--- src/rtl/if_stage_pkg.sv ---
// Shared types for the instruction-fetch stage: next-PC select codes,
// fetch FSM states and the {pc+4, instruction} word pair.
package if_stage_pkg;

    // Next-PC select codes driven by the decode stage.
    typedef enum logic [1:0] {
        PC_SEQ = 2'b00,
        PC_BR  = 2'b01,
        PC_JR  = 2'b10,
        PC_J   = 2'b11
    } pcsel_t;

    // Fetch FSM: requesting, holding an acked word for a stalled decode,
    // or draining a fetch that a flush has already killed.
    typedef enum logic [1:0] {
        S_REQ  = 2'b00,
        S_HOLD = 2'b01,
        S_DROP = 2'b10
    } state_t;

    // One fetched instruction together with its return address.
    typedef struct packed {
        logic [31:0] pc4;
        logic [31:0] inst;
    } fetch_t;

    localparam logic [31:0] PC_INC = 32'd4;

endpackage

--- src/rtl/if_stage_next_pc_mux.sv ---
// Next-PC selection. With no valid instruction in decode there is nothing
// to redirect on, so the fetch simply continues sequentially.
module next_pc_mux
    import if_stage_pkg::*;
(
    input  logic [31:0] pc4,
    input  logic [31:0] bpc,
    input  logic [31:0] rpc,
    input  logic [31:0] jpc,
    input  logic [1:0]  pcsource,
    input  logic        id_valid,
    output logic [31:0] npc
);

    // 4:1 target select, overridden to pc+4 when decode holds a bubble.
    always_comb begin
        // NOTE: assigning a default first keeps every path driven, so no latch is inferred.
        npc = pc4;
        if (id_valid) begin
            case (pcsel_t'(pcsource))
                PC_SEQ:  npc = pc4;
                PC_BR:   npc = bpc;
                PC_JR:   npc = rpc;
                PC_J:    npc = jpc;
                default: npc = pc4;
            endcase
        end
    end

endmodule

--- src/rtl/if_stage.sv ---
// Instruction-fetch stage with IF/ID pipeline register. Fetches over a
// variable-latency req/ack port, parks an acked word in a one-entry hold
// buffer while decode stalls, and drains killed fetches after a flush.
module if_stage
    import if_stage_pkg::*;
#(
    parameter logic [31:0] RESET_PC = 32'h0000_0000,
    parameter logic [31:0] NOP_INST = 32'h0000_0000
) (
    input  logic        clk,
    input  logic        clrn,
    input  logic [1:0]  pcsource,
    input  logic [31:0] bpc,
    input  logic [31:0] jpc,
    input  logic [31:0] rpc,
    input  logic        id_stall,
    input  logic        flush,
    input  logic [31:0] flush_pc,
    output logic        imem_req,
    output logic [31:0] imem_addr,
    input  logic        imem_ack,
    input  logic [31:0] imem_rdata,
    output logic [31:0] pc,
    output logic [31:0] id_pc4,
    output logic [31:0] id_inst,
    output logic        id_valid
);

    state_t      state, state_nx;
    logic [31:0] pc4, npc, drop_addr;
    fetch_t      hold_q;

    // Control strobes from the FSM to the datapath registers.
    logic ifid_from_mem, ifid_from_hold, ifid_bubble;
    logic hold_load, pc_advance, drop_enter;

    assign pc4 = pc + PC_INC;

    next_pc_mux u_next_pc_mux (
        .pc4      (pc4),
        .bpc      (bpc),
        .rpc      (rpc),
        .jpc      (jpc),
        .pcsource (pcsource),
        .id_valid (id_valid),
        .npc      (npc)
    );

    // A killed fetch keeps presenting its original address until acked,
    // even though pc already points at the flush target.
    assign imem_addr = (state == S_DROP) ? drop_addr : pc;

    // FSM state register.
    always_ff @(posedge clk or posedge clrn) begin
        // NOTE: sequential state uses non-blocking assignment so every flop samples pre-edge values.
        if (clrn) state <= S_REQ;
        else      state <= state_nx;
    end

    // Next-state and control decode; flush overrides everything else.
    always_comb begin
        state_nx       = state;
        imem_req       = 1'b0;
        ifid_from_mem  = 1'b0;
        ifid_from_hold = 1'b0;
        ifid_bubble    = 1'b0;
        hold_load      = 1'b0;
        pc_advance     = 1'b0;
        drop_enter     = 1'b0;
        case (state)
            S_REQ: begin
                imem_req = 1'b1;
                if (flush) begin
                    state_nx   = imem_ack ? S_REQ : S_DROP;
                    drop_enter = ~imem_ack;
                end else if (imem_ack) begin
                    if (id_stall) begin
                        hold_load = 1'b1;
                        state_nx  = S_HOLD;
                    end else begin
                        ifid_from_mem = 1'b1;
                        pc_advance    = 1'b1;
                    end
                end else if (!id_stall) begin
                    ifid_bubble = 1'b1;
                end
            end
            S_HOLD: begin
                if (flush) begin
                    state_nx = S_REQ;
                end else if (!id_stall) begin
                    ifid_from_hold = 1'b1;
                    pc_advance     = 1'b1;
                    state_nx       = S_REQ;
                end
            end
            S_DROP: begin
                imem_req = 1'b1;
                if (imem_ack) state_nx = S_REQ;
            end
            default: state_nx = S_REQ;
        endcase
        // No request is presented while reset is asserted.
        if (clrn) imem_req = 1'b0;
    end

    // PC register and the frozen address of a fetch being drained.
    always_ff @(posedge clk or posedge clrn) begin
        if (clrn) begin
            pc        <= RESET_PC;
            drop_addr <= RESET_PC;
        end else begin
            if (flush)           pc <= flush_pc;
            else if (pc_advance) pc <= npc;
            if (drop_enter) drop_addr <= pc;
        end
    end

    // One-entry hold buffer for a word acked while decode is stalled.
    always_ff @(posedge clk or posedge clrn) begin
        if (clrn) begin
            hold_q <= '{pc4: 32'd0, inst: NOP_INST};
        end else if (flush) begin
            hold_q <= '{pc4: 32'd0, inst: NOP_INST};
        end else if (hold_load) begin
            hold_q <= '{pc4: pc4, inst: imem_rdata};
        end
    end

    // IF/ID register; an invalid entry always carries NOP_INST.
    always_ff @(posedge clk or posedge clrn) begin
        if (clrn) begin
            id_valid <= 1'b0;
            id_pc4   <= 32'd0;
            id_inst  <= NOP_INST;
        end else if (flush || ifid_bubble) begin
            id_valid <= 1'b0;
            id_inst  <= NOP_INST;
        end else if (ifid_from_mem) begin
            id_valid <= 1'b1;
            id_pc4   <= pc4;
            id_inst  <= imem_rdata;
        end else if (ifid_from_hold) begin
            id_valid <= 1'b1;
            id_pc4   <= hold_q.pc4;
            id_inst  <= hold_q.inst;
        end
    end

endmodule

--- config.mk ---
export PLATFORM = sky130hd
export DESIGN_NAME = if_stage
export DESIGN_NICKNAME = d
export VERILOG_FILES = /design/src/rtl/if_stage_pkg.sv /design/src/rtl/if_stage_next_pc_mux.sv /design/src/rtl/if_stage.sv
export SDC_FILE = /design/constraint.sdc
export NUM_CORES = 1
export LEC_CHECK = 0
export BUFFER_PORTS_ARGS = -buffer_cell sky130_fd_sc_hd__buf_4
export CAP_MARGIN = 20
export CORE_MARGIN = 4
export CORE_UTILIZATION = 57
export CTS_CLUSTER_SIZE = 10
export DETAILED_ROUTE_END_ITERATION = 8
export PLACE_DENSITY = 0.94
export SYNTH_ARGS = -nofsm -noshare
export SYNTH_HDL_FRONTEND = slang
export SYNTH_HIERARCHICAL = 1
export SYNTH_SLANG_ARGS = --single-unit
--- constraint.sdc ---
create_clock -name clk -period 21 [get_ports clk]
set_clock_uncertainty 0.2 [all_clocks]
set_input_delay 4.2 -clock clk [delete_from_list [all_inputs] [get_ports clk]]
set_output_delay 4.2 -clock clk [all_outputs]
set_load 0.01 [all_outputs]
---- Word level (Yosys, flattened, before mapping) ----
Cells that the tools add are included.
word-level totals
  bits in registers ....................... 195
  input bits .............................. 167
  output and inout bits ................... 130
  word-level logic and storage cells ...... 71
operators by class
  add/sub/neg operators ................... 1
  equal/unequal tests ..................... 9
  mux-type cells .......................... 41
  bitwise operators ....................... 2
  reductions and logical operators ........ 10
operators with widths
  cell                     number
  $mux W32                 9
  $mux W64                 2
  $pmux W32 S4             1
  $add A32 B3 Y32 const B  1
  $mux W1                  20
  $mux W2                  7
  $ne A3 B3 Y1 const B     3
  $eq A2 B2 Y1 const B     3
  $pmux W2 S3              1
  $reduce_bool A2 Y1       3
  $eq A2 B1 Y1 const B     2
  $logic_not A2 Y1         2
  $reduce_and A4 Y1        1
  $reduce_bool A3 Y1       1
  $ne A2 B2 Y1 const B     1
  $not A1 Y1               2
  $pmux W1 S2              1
  $reduce_and A2 Y1        1
  $reduce_or A2 Y1         1
  $logic_or A1 B1 Y1       1

---- Longest topological paths before layout ----
  word-level depth ........................ 7
  depth in mapped cells ................... 11
  depth with buffers taken out ............ 10

---- Cells and area by module ----
The synthesis kept the hierarchy.
by module, submodules not included
  module       times used  cells an instance  area an instance (um^2)  sequential area each (um^2)
  if_stage     1           827                8956.1                   4879.7
  next_pc_mux  1           186                1310.0                   0.0

---- Worst setup path before layout ----
Ideal clock, no wire load.
  kind .................................... input to output
  start ................................... input clrn
  end ..................................... output imem_req
  arrival ................................. 4357 ps
  required time ........................... 16600 ps
  setup slack ............................. 12243 ps
  cell stages on the path ................. 1
  buffers on the path ..................... 0
  path through ............................ nor2_1
on the way
  cells in the longest elaborated chain, start to end .. 1
RTL lines
  element             line             RTL
  start: declaration  if_stage.sv:11   input logic clrn,
  $mux W1             if_stage.sv:104  if (clrn) imem_req = 1'b0;
  end: declaration    if_stage.sv:19   output logic imem_req,
Every way passes these cells.

---- Worst setup path in the final report ----
Ends and elaborated chain as after synthesis.

==> results.txt <==
----------------------------------------------------
[Layout]
  Leading cell type in the layout, fill and taps excluded ... buf_4
  Fraction of layout instances using a drive strength above 1 ... 35.7%
  Core occupancy in the finished layout ... 75.2%
  Fin nets ... 1423
  Final standard cell area without fillers ... 13200 sq um
  Area delta synth->final ... 28.1%
  Number of non-filler instances in the completed layout ... 1493
  Layout fillers ... 1173
  Most frequent cells in the layout ... buf_4, dfrtp_1, o21ai_0
  Antenna cells ... 0

[Setup path]
  Critical Path Most Common Cell ... buf_4
  Crit Path Max Fanout ... 2
  Total buffers and inverters traversed by the critical path ... 2
  Required time of the critical path ... 16.60 ns
  Nature of the critical path startpoint ... input port
  Start-to-end type of the worst setup path ... in2out
  Critical path's top delay family ... buffers and inverters
  Slowest stage cell on the critical path ... buf_4
  Sequence of cells on the critical path ... buf_4 -> nor2_1 -> buf_4
  Data arrival at the endpoint of the critical path ... 4.56 ns
  Endpoint type of the worst setup path ... primary output
  Largest stage delay on the critical path ... 0.14 ns

[Detailed routing]
  Total routed wirelength ... 31.3 mm
  Initial DRC Count ... 693
  Post-route DRC ... 0
  Detail-routed net length per standard cell ... 21.0 um
  Via density ... 6.13
  ANT nets after route ... 0
  First-pass DRT Iterations ... 5
  Via total after detailed routing ... between 9000 and 10000

[Yosys]
  Sequential fraction of the synthesis area ... 47.5%
  Syn avg cell area ... roughly 10 sq um
  Count of flip-flops with a built-in enable after synthesis ... 0
  Commonest register cell after synthesis ... dfrtp_1
  Gate count after technology mapping ... 1013
  Number of library cell types mapped by synthesis ... 52
  Post-Synthesis Cell Area ... 10300 sq um
  Register bit count reported by yosys ... between 150 and 200
  Yosys warning total ... 6
  Post-Syn Nets ... ~1200
  Ys async rst share ... 100%

[Clock tree]
  H-Tree Depth ... 4
  Cell at the root of the clock tree ... clkbuf_16
  Post-CTS Setup Bufs ... 0
  TritonCTS Buffers ... 17
  Max Buffers Root-to-Sink ... 2
  Clock slew at the register clock pins of the worst setup and hold paths ... 0.07 ns
  Number of cells upsized or downsized after cts ... 0
  TritonCTS sink count ... about 200
  Hold-fix buffer count after cts ... 0
  TritonCTS clock tree ... yes
  Clock insertion delay at the later pin of the skew report ... between 0.4 and 0.5 ns

[Run status]
  Run status ... finished clean

[Floorplan]
  Number of top-level design ports ... 297
  Core region area ... ~17000 sq um
  Die footprint ... 20200 sq um
  Chip Height ... 142 um
  Number of placement rows ... 48
  Initial standard-cell utilization of the core ... approximately three fifths
  Die X-Extent ... 142 um

[Timing]
  Measured slew at the worst slew-check pin ... 1.06 ns
  Highest clock frequency the design can meet ... ~0.11 GHz
  Final Slew Violations ... 0
  Ratio of final minimum period to clock period ... 42.7%
  Final Hold Violating Endpoints ... 0
  Final setup TNS ... 0 ns
  RSZ-0062 raised after global routing ... false
  Max_slew headroom ... 29.1%
  Time the worst path needs with I/O delays and setup ... 8.96 ns
  Setup-violating endpoint count in the final report ... 0

[Power]
  IR drop worst, VDD ... 0.0641 mV
  Power per cell area ... between 70 and 80 nW/um^2
  Static Leakage ... 6.03 nW

[Global routing]
  Maximum number of pins on one net before global-route repair ... 117
  Via count of the first global-routing pass ... 9153
  Number of antenna violations at the first check in global routing ... 0
  First-pass GRT wire length ... 48.8 mm
  Aggregate global-route resource usage ... approximately 30%
  Global route total overflow ... 0

[Min path]
  Worst hold path class ... reg2reg

[Place]
  Placed wire-length estimate ... 21.6 mm
  Number of input and output port buffers inserted ... 296
  Cell area reported after detailed placement ... 12500 sq um
  Instance count after placement with tap cells included ... 1458
  GPL Wtd Cong ... 0.917

[Run]
  Max-capacitance violation count ... 0

----------------------------------------------------
## metal layers
metal	wire length [um]	vias up	GRT usage, %
li1	-	4125	-
met1	12300	4446	40.0
met2	14900	504	48.5
met3	3210	78	7.66
met4	972	0	10.8
met5	0	-	0
## logic make-up after synthesis
kind of cell	share of synthesized area [%]
xor+xnor	2.30
buf+inv	5.14
simple gates	11.3
mux	16.6
compound gates	17.1
fa+ha+maj	0.122
flops	47.5
## sequential cells by signal, indices dropped and copies added, names as in the netlist
name	count
drop_addr	32
hold_q	64
id_inst	32
id_pc4	32
id_valid	1
pc	32
state	2
## power by group
group	internal [mW]	total, mW	switching [mW]	leakage [nW]
Sequential	0.422	0.462	0.0399	2.55
Clock	0.160	0.322	0.162	0.286
Combinational	0.134	0.266	0.132	3.19
Total	0.716	1.05	0.334	6.03
## worst min-delay path: cells and delay by family (launching register included)
family | cells | cell delay [ns]
flops | 1 | 0.34
compound gates | 1 | 0.06
simple gates | 1 | 0.05
## stage by stage
stage / setup WS, ns / hold slack (ns) / power, mW
after floorplan: 11.29 / 0.250 / 0.605
final: 12.04 / 0.282 / 1.05
after detailed placement: 12.03 / 0.271 / 0.730
after CTS: 12.03 / 0.287 / 1.05
after global placement: 12.04 / 0.262 / 0.718
after global routing: 12.00 / 0.306 / 1.10
## Yosys cell counts, drive strengths merged, types with 2 or more instances
cell | number | share of area (%)
clkbuf | 56 | 2.1
mux2 | 93 | 10
and3 | 7 | 0.43
mux2i | 64 | 6.2
o21a | 2 | 0.15
nand2 | 115 | 4.2
or2 | 2 | 0.12
nand3 | 8 | 0.39
o22a | 2 | 0.17
buf | 31 | 2.1
o21ai | 147 | 7.2
and4 | 4 | 0.34
a21oi | 40 | 2.0
nand2b | 3 | 0.18
inv | 26 | 0.95
o22ai | 34 | 2.3
nor2 | 27 | 1.0
xor2 | 15 | 1.3
nand3b | 32 | 2.3
nor2b | 2 | 0.12
dfrtp | 195 | 48
nor4b | 2 | 0.23
a31oi | 4 | 0.24
nand4 | 10 | 0.61
a22oi | 16 | 1.2
nor4 | 5 | 0.51
nor3 | 5 | 0.29
xnor2 | 12 | 1.0
a22o | 44 | 3.8
## layout make-up
| type | instances | area (sq um) | share of cell area [%] |
|---|---|---|---|
| inverters | 26 | 105 | 0.799 |
| flip-flops and latches | 195 | 4880 | 37.1 |
| clock inverters | 15 | 165 | 1.26 |
| repair buffers | 310 | 2380 | 18.1 |
| clock buffers | 17 | 425 | 3.24 |
| multi-input cells | 705 | 4910 | 37.4 |
| well taps | 225 | 282 | 2.14 |
## worst paths after layout
check                           cells past startpoint                    from                      end  slack (ns)
min in group asynchronous                           2                    clrn  id_inst[19]$_DFFE_PP0P_        3.74
worst min register to register                      2  id_inst[9]$_DFFE_PP0P_   id_inst[9]$_DFFE_PP0P_        0.28
worst max-delay path                                3                    clrn                 imem_req       12.04
max in group asynchronous                           4                    clrn     id_valid$_DFFE_PP0P_       15.75
worst max register to register                      9       pc[9]$_DFFE_PP0P_       pc[30]$_DFFE_PP0P_       17.93
worst min-delay path                                2  id_inst[9]$_DFFE_PP0P_   id_inst[9]$_DFFE_PP0P_        0.28
Power figures use the tool's default switching activity.
